===== config.mk =====
export PLATFORM = sky130hd
export DESIGN_NAME = mem_port_arbiter
export DESIGN_NICKNAME = d
export VERILOG_FILES = /design/src/rtl/mem_port_arbiter.sv
export SDC_FILE = /design/constraint.sdc
export NUM_CORES = 1
export LEC_CHECK = 0
export BUFFER_PORTS_ARGS = -buffer_cell sky130_fd_sc_hd__buf_2
export CORE_UTILIZATION = 43
export CTS_CLUSTER_SIZE = 16
export DETAILED_ROUTE_END_ITERATION = 16
export PLACE_DENSITY_LB_ADDON = 0.15
export SLEW_MARGIN = 0
export SYNTH_ARGS = -nofsm -noshare
export SYNTH_HDL_FRONTEND = slang
export SYNTH_SLANG_ARGS = --single-unit
export TNS_END_PERCENT = 30

===== constraint.sdc =====
create_clock -name clk -period 1.65 [get_ports clk]
set_input_delay 0.2475 -clock clk [delete_from_list [all_inputs] [get_ports clk]]
set_output_delay 0.2475 -clock clk [all_outputs]
set_load 0.005 [all_outputs]

===== src/rtl/mem_port_arbiter.sv =====
// Shares one combinational-read memory between the instruction-fetch (I) and load/store (D) ports; D wins ties unless MEM_ARB_RR_EN is defined.
// Latency: the request is sampled in IDLE, the access happens in XFER, and the ack pulses in DONE, so one access completes every 3 cycles.
// Backpressure: requesters hold req and payload until their ack; req inputs are ignored outside IDLE.
module mem_port_arbiter #(
   parameter int AW = 32,
   parameter int DW = 32
) (
   input  logic          clk,
   input  logic          rst,
   input  logic          i_req,
   input  logic [AW-1:0] i_addr,
   output logic          i_ack,
   input  logic          d_req,
   input  logic          d_we,
   input  logic [AW-1:0] d_addr,
   input  logic [DW-1:0] d_wdata,
   output logic          d_ack,
   output logic [DW-1:0] rd_data,
   output logic [AW-1:0] mem_addr,
   output logic [DW-1:0] mem_wd,
   output logic          mem_we,
   input  logic [DW-1:0] mem_rd,
   output logic          busy,
   output logic          grant_d
);

   localparam logic [1:0] IDLE = 2'd0;
   localparam logic [1:0] XFER = 2'd1;
   localparam logic [1:0] DONE = 2'd2;

`ifdef MEM_ARB_RR_EN
   localparam logic RR_EN = 1'b1;
`else
   localparam logic RR_EN = 1'b0;
`endif

   logic [1:0]    state;
   logic [AW-1:0] lat_addr;
   logic [DW-1:0] lat_wdata;
   logic          lat_we;
   logic          last_winner;   // 1 = D was served last
   logic          d_win;

   // On a tie, round-robin hands the slot to whichever port was not served last.
   assign d_win = d_req & (~i_req | ~RR_EN | ~last_winner);

   assign mem_addr = lat_addr;
   assign mem_wd   = lat_wdata;
   assign mem_we   = (state == XFER) & lat_we;
   assign busy     = (state != IDLE);
   assign i_ack    = (state == DONE) & ~grant_d;
   assign d_ack    = (state == DONE) & grant_d;

   always_ff @(posedge clk or negedge rst) begin
      if (!rst) begin
         state       <= IDLE;
         lat_addr    <= '0;
         lat_wdata   <= '0;
         lat_we      <= 1'b0;
         grant_d     <= 1'b0;
         last_winner <= 1'b0;
         rd_data     <= '0;
      end else begin
         case (state)
            IDLE: begin
               if (i_req | d_req) begin
                  grant_d  <= d_win;
                  lat_addr <= d_win ? d_addr : i_addr;
                  lat_we   <= d_win & d_we;
                  if (d_win) lat_wdata <= d_wdata;
                  state    <= XFER;
               end
            end
            XFER: begin
               if (!lat_we) rd_data <= mem_rd;
               state <= DONE;
            end
            DONE: begin
               last_winner <= grant_d;
               state       <= IDLE;
            end
            default: state <= IDLE;
         endcase
      end
   end

endmodule

==> results of run 1 <==
==> metrics by stage <==
| step | util, % | cells | cell area [um2] | power (mW) |
|---|---|---|---|---|
| finish | 60.51 | 670 | 5914 | 10.78 |
| global route | 60.51 | 670 | 5914 | 11.60 |
| CTS | 60.23 | 667 | 5887 | 10.86 |
| detailed placement | 58.08 | 651 | 5677 | 9.245 |
| global placement | 58.08 | 651 | 5677 | 9.096 |
| floorplan | - | 294 | 4347 | 7.321 |
==> worst paths after layout <==
check                           startpoint  slack [ps]         end  cells after the start
worst max-delay path              state[0]          90  rd_data[7]                      4
worst min-delay path            d_wdata[0]         110   mem_wd[0]                      2
worst max register to register    state[0]          90  rd_data[7]                      4
worst min register to register  mem_wd[31]         490  mem_wd[31]                      1
max in group asynchronous              rst         720   mem_wd[9]                      3
min in group asynchronous              rst         350  mem_wd[28]                      2
==> logic make-up after synthesis <==
| kind of cell | after synthesis |
|---|---|
| AOI/OAI and AO/OA | 67 |
| buffers and inverters | 23 |
| DFF | 100 |
| muxes | 96 |
| and+or+nand+nor | 8 |
==> cell type report <==
| type | count | share of cell area, % |
|---|---|---|
| repair buffers | 249 | 23.10 |
| multi-input cells | 171 | 28.26 |
| well taps | 133 | 2.814 |
| clock inverters | 5 | 1.015 |
| flip-flops and latches | 100 | 42.31 |
| inverters | 2 | 0.1692 |
| clock buffers | 10 | 2.327 |
==> cell usage after synthesis <==
master    number
buf_12         3
mux2_2         2
inv_2          1
a21o_1         1
nor2_1         1
clkbuf_1       8
nor3b_1        1
inv_1          1
and3b_1        1
buf_6          5
nor2b_4        1
mux2i_1       32
buf_2          5
mux2_1         4
nor2b_2        1
a22o_1         1
mux2_4        58
dfrtp_1      100
o21ai_0       53
o21ai_1       11
nor2_2         1
o21ai_2        1
and2_1         2
==> layer usage <==
metal / global-route usage (%) / up-vias
met2: 31.28 / 142
met4: 6.374 / 0
li1: - / 1511
met1: 24.00 / 1537
met3: 4.949 / 11
met5: 0 / -
==> power groups by stage <==
stage / Clock (mW) / Combinational [mW] / Sequential, mW
after floorplan: 0 / 2.85 / 4.48
after global placement: 0 / 4.73 / 4.37
after detailed placement: 0 / 4.85 / 4.39
after CTS: 1.63 / 4.87 / 4.37
after global routing: 1.73 / 5.34 / 4.53
final: 1.57 / 4.85 / 4.37
==> worst max-delay path, delay by kind of cell (launching register included) <==
kind,cells,cell delay [ps]
and+or+nand+nor,2,500
DFF,1,430
muxes,1,310
buffers and inverters,1,210
==> sequential cells by signal (all words and copies together) (netlist names) <==
signal / flops
mem_addr: 32
lat_we: 1
grant_d: 1
rd_data: 32
state: 2
mem_wd: 32
==> repair_timing <==
action,in CTS,in global routing
endpoints found under the setup margin,1,15
setup buffers,0,3
resized for setup,1,1
hold buffers,1,0
endpoints found under the hold margin,29,0
==> impl_metrics.py, run 1 <==
metrics = {
    "synthesis": {
        "yosysSeqAreaShare_pct": 57.57,
        "synth_xor_area_share_pct": 0,
        "syn_avg_cell_area_um2": 14.78,
        "postSynthCellCount": 294,
        "synth_top_family_by_area": "multiplexers",
        "yosysWarnings": 0,
        "synth_fa_ha_area_share_pct": 0,
        "synth-compound-area-share_pct": 7.945,
        "synth_cell_types": 23,
        "synth_top_area_share_pct": 57.57,
        "synth_area_leaders": "dfrtp_1, mux2_4, mux2i_1",
        "syn_nets": 427,
        "synth_seq_cells": 100,
        "syn_area_mm2": 0.004347,
        "yosysTopAreaCell": "dfrtp_1",
        "synth-simple-area-share_pct": 1.410,
        "muxShareOfSynthArea_pct": 28.96,
    },
    "global_route": {
        "grt_use_total_pct": 18.87,
        "grt_pass1_vias": 3053,
        "antenna_found_initial": 0,
        "grt_overflow_total": 0,
        "grt_max_degree": 38,
        "grt_pass1_wl_um": 15080,
    },
    "final_layout": {
        "syn2layout_area_growth_pct": 36.07,
        "layout-drive-gt1-share_pct": 61.27,
        "fin_nets": 666,
        "layout_common_cells": "buf_2, dfrtp_1, mux2_4",
        "seq_area_mm2": 0.002502,
        "fillers": 843,
        "final_common_cell": "buf_2",
        "antenna_cells": 0,
        "multiInputGateArea_mm2": 0.001672,
    },
    "floorplanning": {
        "die_h_um": 102.5,
        "die_w_um": 102.5,
        "core_mm2": 0.009774,
        "boundaryPins": 234,
        "die-area_mm2": 0.01051,
        "fp-row-count": 36,
        "start_util_pct": 44.47,
    },
    "clock_network": {
        "clkTransAtPathRegs_ps": 100,
        "cts_tree": "yes",
        "cts_max_path_buffers": 2,
        "cts_htree_levels": 3,
        "clk_latency_ps": 360,
        "cts_root_buffer": "clkbuf_8",
        "cts.sinks": 100,
        "numCtsBuffers": 9,
    },
    "setup_path": {
        "cp-start-kind": "flop",
        "end_kind": "flop",
        "crit_type": "reg2reg",
        "crit_path_max_incr_delay_ps": 430,
        "crit_required_ps": 1890,
        "crit_fanout": 15,
        "worstPathCellList": "nor2b_2 > nor2b_4 > buf_12 > mux2_4",
        "crit_slowest_cell": "dfrtp_1",
        "critPathArrivalTime_ps": 1790,
    },
    "drt": {
        "drtIter0Drc": 72,
        "vias": 3201,
        "top_layer": "met4",
        "wl_um": 10130,
        "wl_met2_um": 4921,
        "wire_per_inst_um": 15.12,
        "drc": 0,
        "firstDrtPassIters": 4,
        "antenna_left": 0,
        "dr_wl_met3_um": 799,
        "viasPerCell": 4.778,
        "met1_length_um": 4275,
    },
    "pwr": {
        "p_clk_share_pct": 14.5,
        "ir_worst_vdd_mv": 0.6965,
        "powerDensity_mw_per_mm2": 1823,
        "leakagePower_nw": 3.097,
        "p_int_mw": 7.338,
        "p_sw_share_pct": 31.92,
        "combPwrFrac_pct": 45.0,
        "power_switching_mw": 3.441,
        "power.share.sequential_pct": 40.5,
    },
    "timing": {
        "max_freq_mhz": 642.9,
        "worstMarginPinSlew_ps": 441.4,
        "final.setup.tns_ps": 0,
        "finalHoldViolCount": 0,
        "setup_viol": 0,
        "finalCritPeriodShare_pct": 94.27,
        "finalCriticalPeriod_ps": 1555,
        "slew_viol_final": 0,
        "whs_ps": 108.3,
        "setup_slack_ps": 94.50,
        "rsz0062_at_grt": "no",
        "skew_ps": 13.08,
        "maxSlewHeadroom_pct": 70.57,
    },
    "hold_path": {
        "hp-class": "in2reg",
    },
    "place": {
        "gp_congestion": 0.7182,
        "place_hpwl_um": 7626,
        "portBuffers": 233,
        "post-place-ws_ps": 91.52,
    },
    "run_status": {
        "status": "finished, final reports clean",
    },
    "job": {
        "drv_cap": 0,
    },
}
Power figures use the tool's default switching activity.
==> run 2: changes to the inputs <==
Settings changed: REMOVE_ABC_BUFFERS set to 1.
==> run 2 against run 1 <==
  * Sequential share of layout area increased by 0.42 points
  * Cell area decreased by 0.97%
  * Die area unchanged
  * Power decreased by 0.72%
  * Largest power group unchanged
  * Final cell count decreased by 0.60%
  * Count of clock-buffer cells in the layout decreased by 1
  * Via count decreased by 0.81%
  * First-iteration DRC count increased by 29%
==> impl_metrics.py, run 2 (synthesis results as in run 1) <==
metrics = {
    "drt": {
        "drc": 0,
        "viasPerCell": 4.767,
        "antenna_left": 0,
        "drtIter0Drc": 93,
        "wire_per_inst_um": 15.19,
        "vias": 3175,
        "wl_um": 10120,
        "firstDrtPassIters": 4,
    },
    "floorplanning": {
        "boundaryPins": 234,
        "fp-row-count": 36,
        "die_h_um": 102.5,
        "die_w_um": 102.5,
        "core_mm2": 0.009774,
        "die-area_mm2": 0.01051,
        "start_util_pct": 44.47,
    },
    "timing": {
        "whs_ps": 99.90,
        "skew_ps": 8.579,
        "setup_viol": 0,
        "finalCriticalPeriod_ps": 1537,
        "worstMarginPinSlew_ps": 535.4,
        "slew_viol_final": 0,
        "max_freq_mhz": 650.7,
        "finalCritPeriodShare_pct": 93.14,
        "finalHoldViolCount": 0,
        "final.setup.tns_ps": 0,
        "rsz0062_at_grt": "no",
        "maxSlewHeadroom_pct": 64.31,
    },
    "setup_path": {
        "path_delay_family": "flip-flops",
        "critPathArrivalTime_ps": 1290,
        "crit_required_ps": 1400,
        "cp-start-kind": "flop",
        "crit_type": "reg2out",
        "end_kind": "output port",
        "crit_slowest_cell": "dfrtp_1",
        "crit_fanout": 33,
        "worstPathCellList": "nor2_2 > buf_4 > inv_8 > buf_2",
        "crit_path_max_incr_delay_ps": 430,
        "crit_buf_inv": 3,
    },
    "clock_network": {
        "cts_tree": "yes",
        "cts_root_buffer": "clkbuf_8",
        "numCtsBuffers": 9,
        "cts_max_path_buffers": 2,
        "clk_latency_ps": 360,
        "cts_setup_buffers": 0,
        "cts_htree_levels": 3,
        "cts.sinks": 100,
        "clkTransAtPathRegs_ps": 110,
    },
    "final_layout": {
        "layout-drive-gt1-share_pct": 60.98,
        "instances_no_fill": 666,
        "layout_common_cells": "buf_2, dfrtp_1, mux2_4",
        "antenna_cells": 0,
        "final_common_cell": "buf_2",
        "fin_nets": 661,
        "fillers": 851,
        "syn2layout_area_growth_pct": 34.74,
    },
    "pwr": {
        "combPwrFrac_pct": 44.8,
        "p_int_mw": 7.148,
        "leakagePower_nw": 3.068,
        "p_clk_share_pct": 14.5,
        "power.share.sequential_pct": 40.7,
        "ir_worst_vdd_mv": 0.9199,
        "p_sw_share_pct": 33.21,
        "powerDensity_mw_per_mm2": 1827,
        "power_switching_mw": 3.554,
    },
    "global_route": {
        "grt_pass1_wl_um": 15260,
        "grt_pass1_vias": 2999,
        "grt_use_total_pct": 19.01,
        "grt_overflow_total": 0,
        "grt_max_degree": 101,
        "antenna_found_initial": 0,
    },
    "place": {
        "portBuffers": 233,
        "place_hpwl_um": 7290,
        "dpl.cell_count": 649,
        "gp_congestion": 0.7684,
    },
    "job": {
        "drv_cap": 0,
    },
    "run_status": {
        "status": "finished, final reports clean",
    },
    "hold_path": {
        "hp-class": "in2reg",
    },
}
-- run 2: changes by cell type in the layout (fill, tap and decap cells not counted), moves of 2 or more --
cell / before / now
buf_4: 10 / 7
buf_12: 6 / 4
clkinv_8: 0 / 2
inv_6: 1 / 3
inv_8: 0 / 2
-- run 2: final timing paths --
kind                       depth (start not counted)  startpoint          to  slack, ps
setup / recovery                                   4    state[1]        busy        110
hold / removal                                     2        d_we      lat_we        100
setup reg to reg                                   4    state[1]  mem_wd[31]        180
hold reg to reg                                    1   mem_wd[0]   mem_wd[0]        500
max in group asynchronous                          3         rst  rd_data[2]        770
min in group asynchronous                          3         rst  mem_wd[14]        460
-- run 2: final cells by class --
cell class	count	area [um2]	area share, %
flip-flops and latches	100	2502	42.73
multi-input cells	171	1667	28.46
inverters	2	15.01	0.2564
clock buffers	9	123.9	2.115
repair buffers	244	1304	22.26
well taps	133	166.4	2.841
clock inverters	7	78.83	1.346
-- run 2: layer usage --
layer  global-route usage (%)  wire [um]  vias to the layer above
li1                         -          -                     1506
met1                    24.88       4308                     1521
met2                    30.72       4958                      135
met3                    6.034        677                       13
met4                    4.725        171                        0
met5                        0          0                        -
-- run 2: stage by stage --
step	area (um2)	power (mW)	util, %	worst slack [ps]
floorplan	4175	7.025	-	-651.2
global placement	5637	9.093	57.67	215.3
global route	5857	11.49	59.92	34.82
CTS	5854	10.86	59.89	49.70
finish	5857	10.70	59.92	113.2
detailed placement	5637	9.223	57.67	178.4
-- run 2: repair_timing --
item | in CTS | in global routing
resized for setup | 2 | 1
hold buffers | 1 | 0
endpoints found under the setup margin | 1 | 1
hold endpoints to repair | 100 | 0
gates cloned | 0 | 0
-- run 2: power by group through the flow --
stage / Combinational [mW] / Clock, mW / Sequential [mW]
global route: 5.25 / 1.72 / 4.52
global placement: 4.73 / 0 / 4.36
floorplan: 2.55 / 0 / 4.47
finish: 4.79 / 1.56 / 4.35
detailed placement: 4.84 / 0 / 4.38
CTS: 4.86 / 1.63 / 4.37
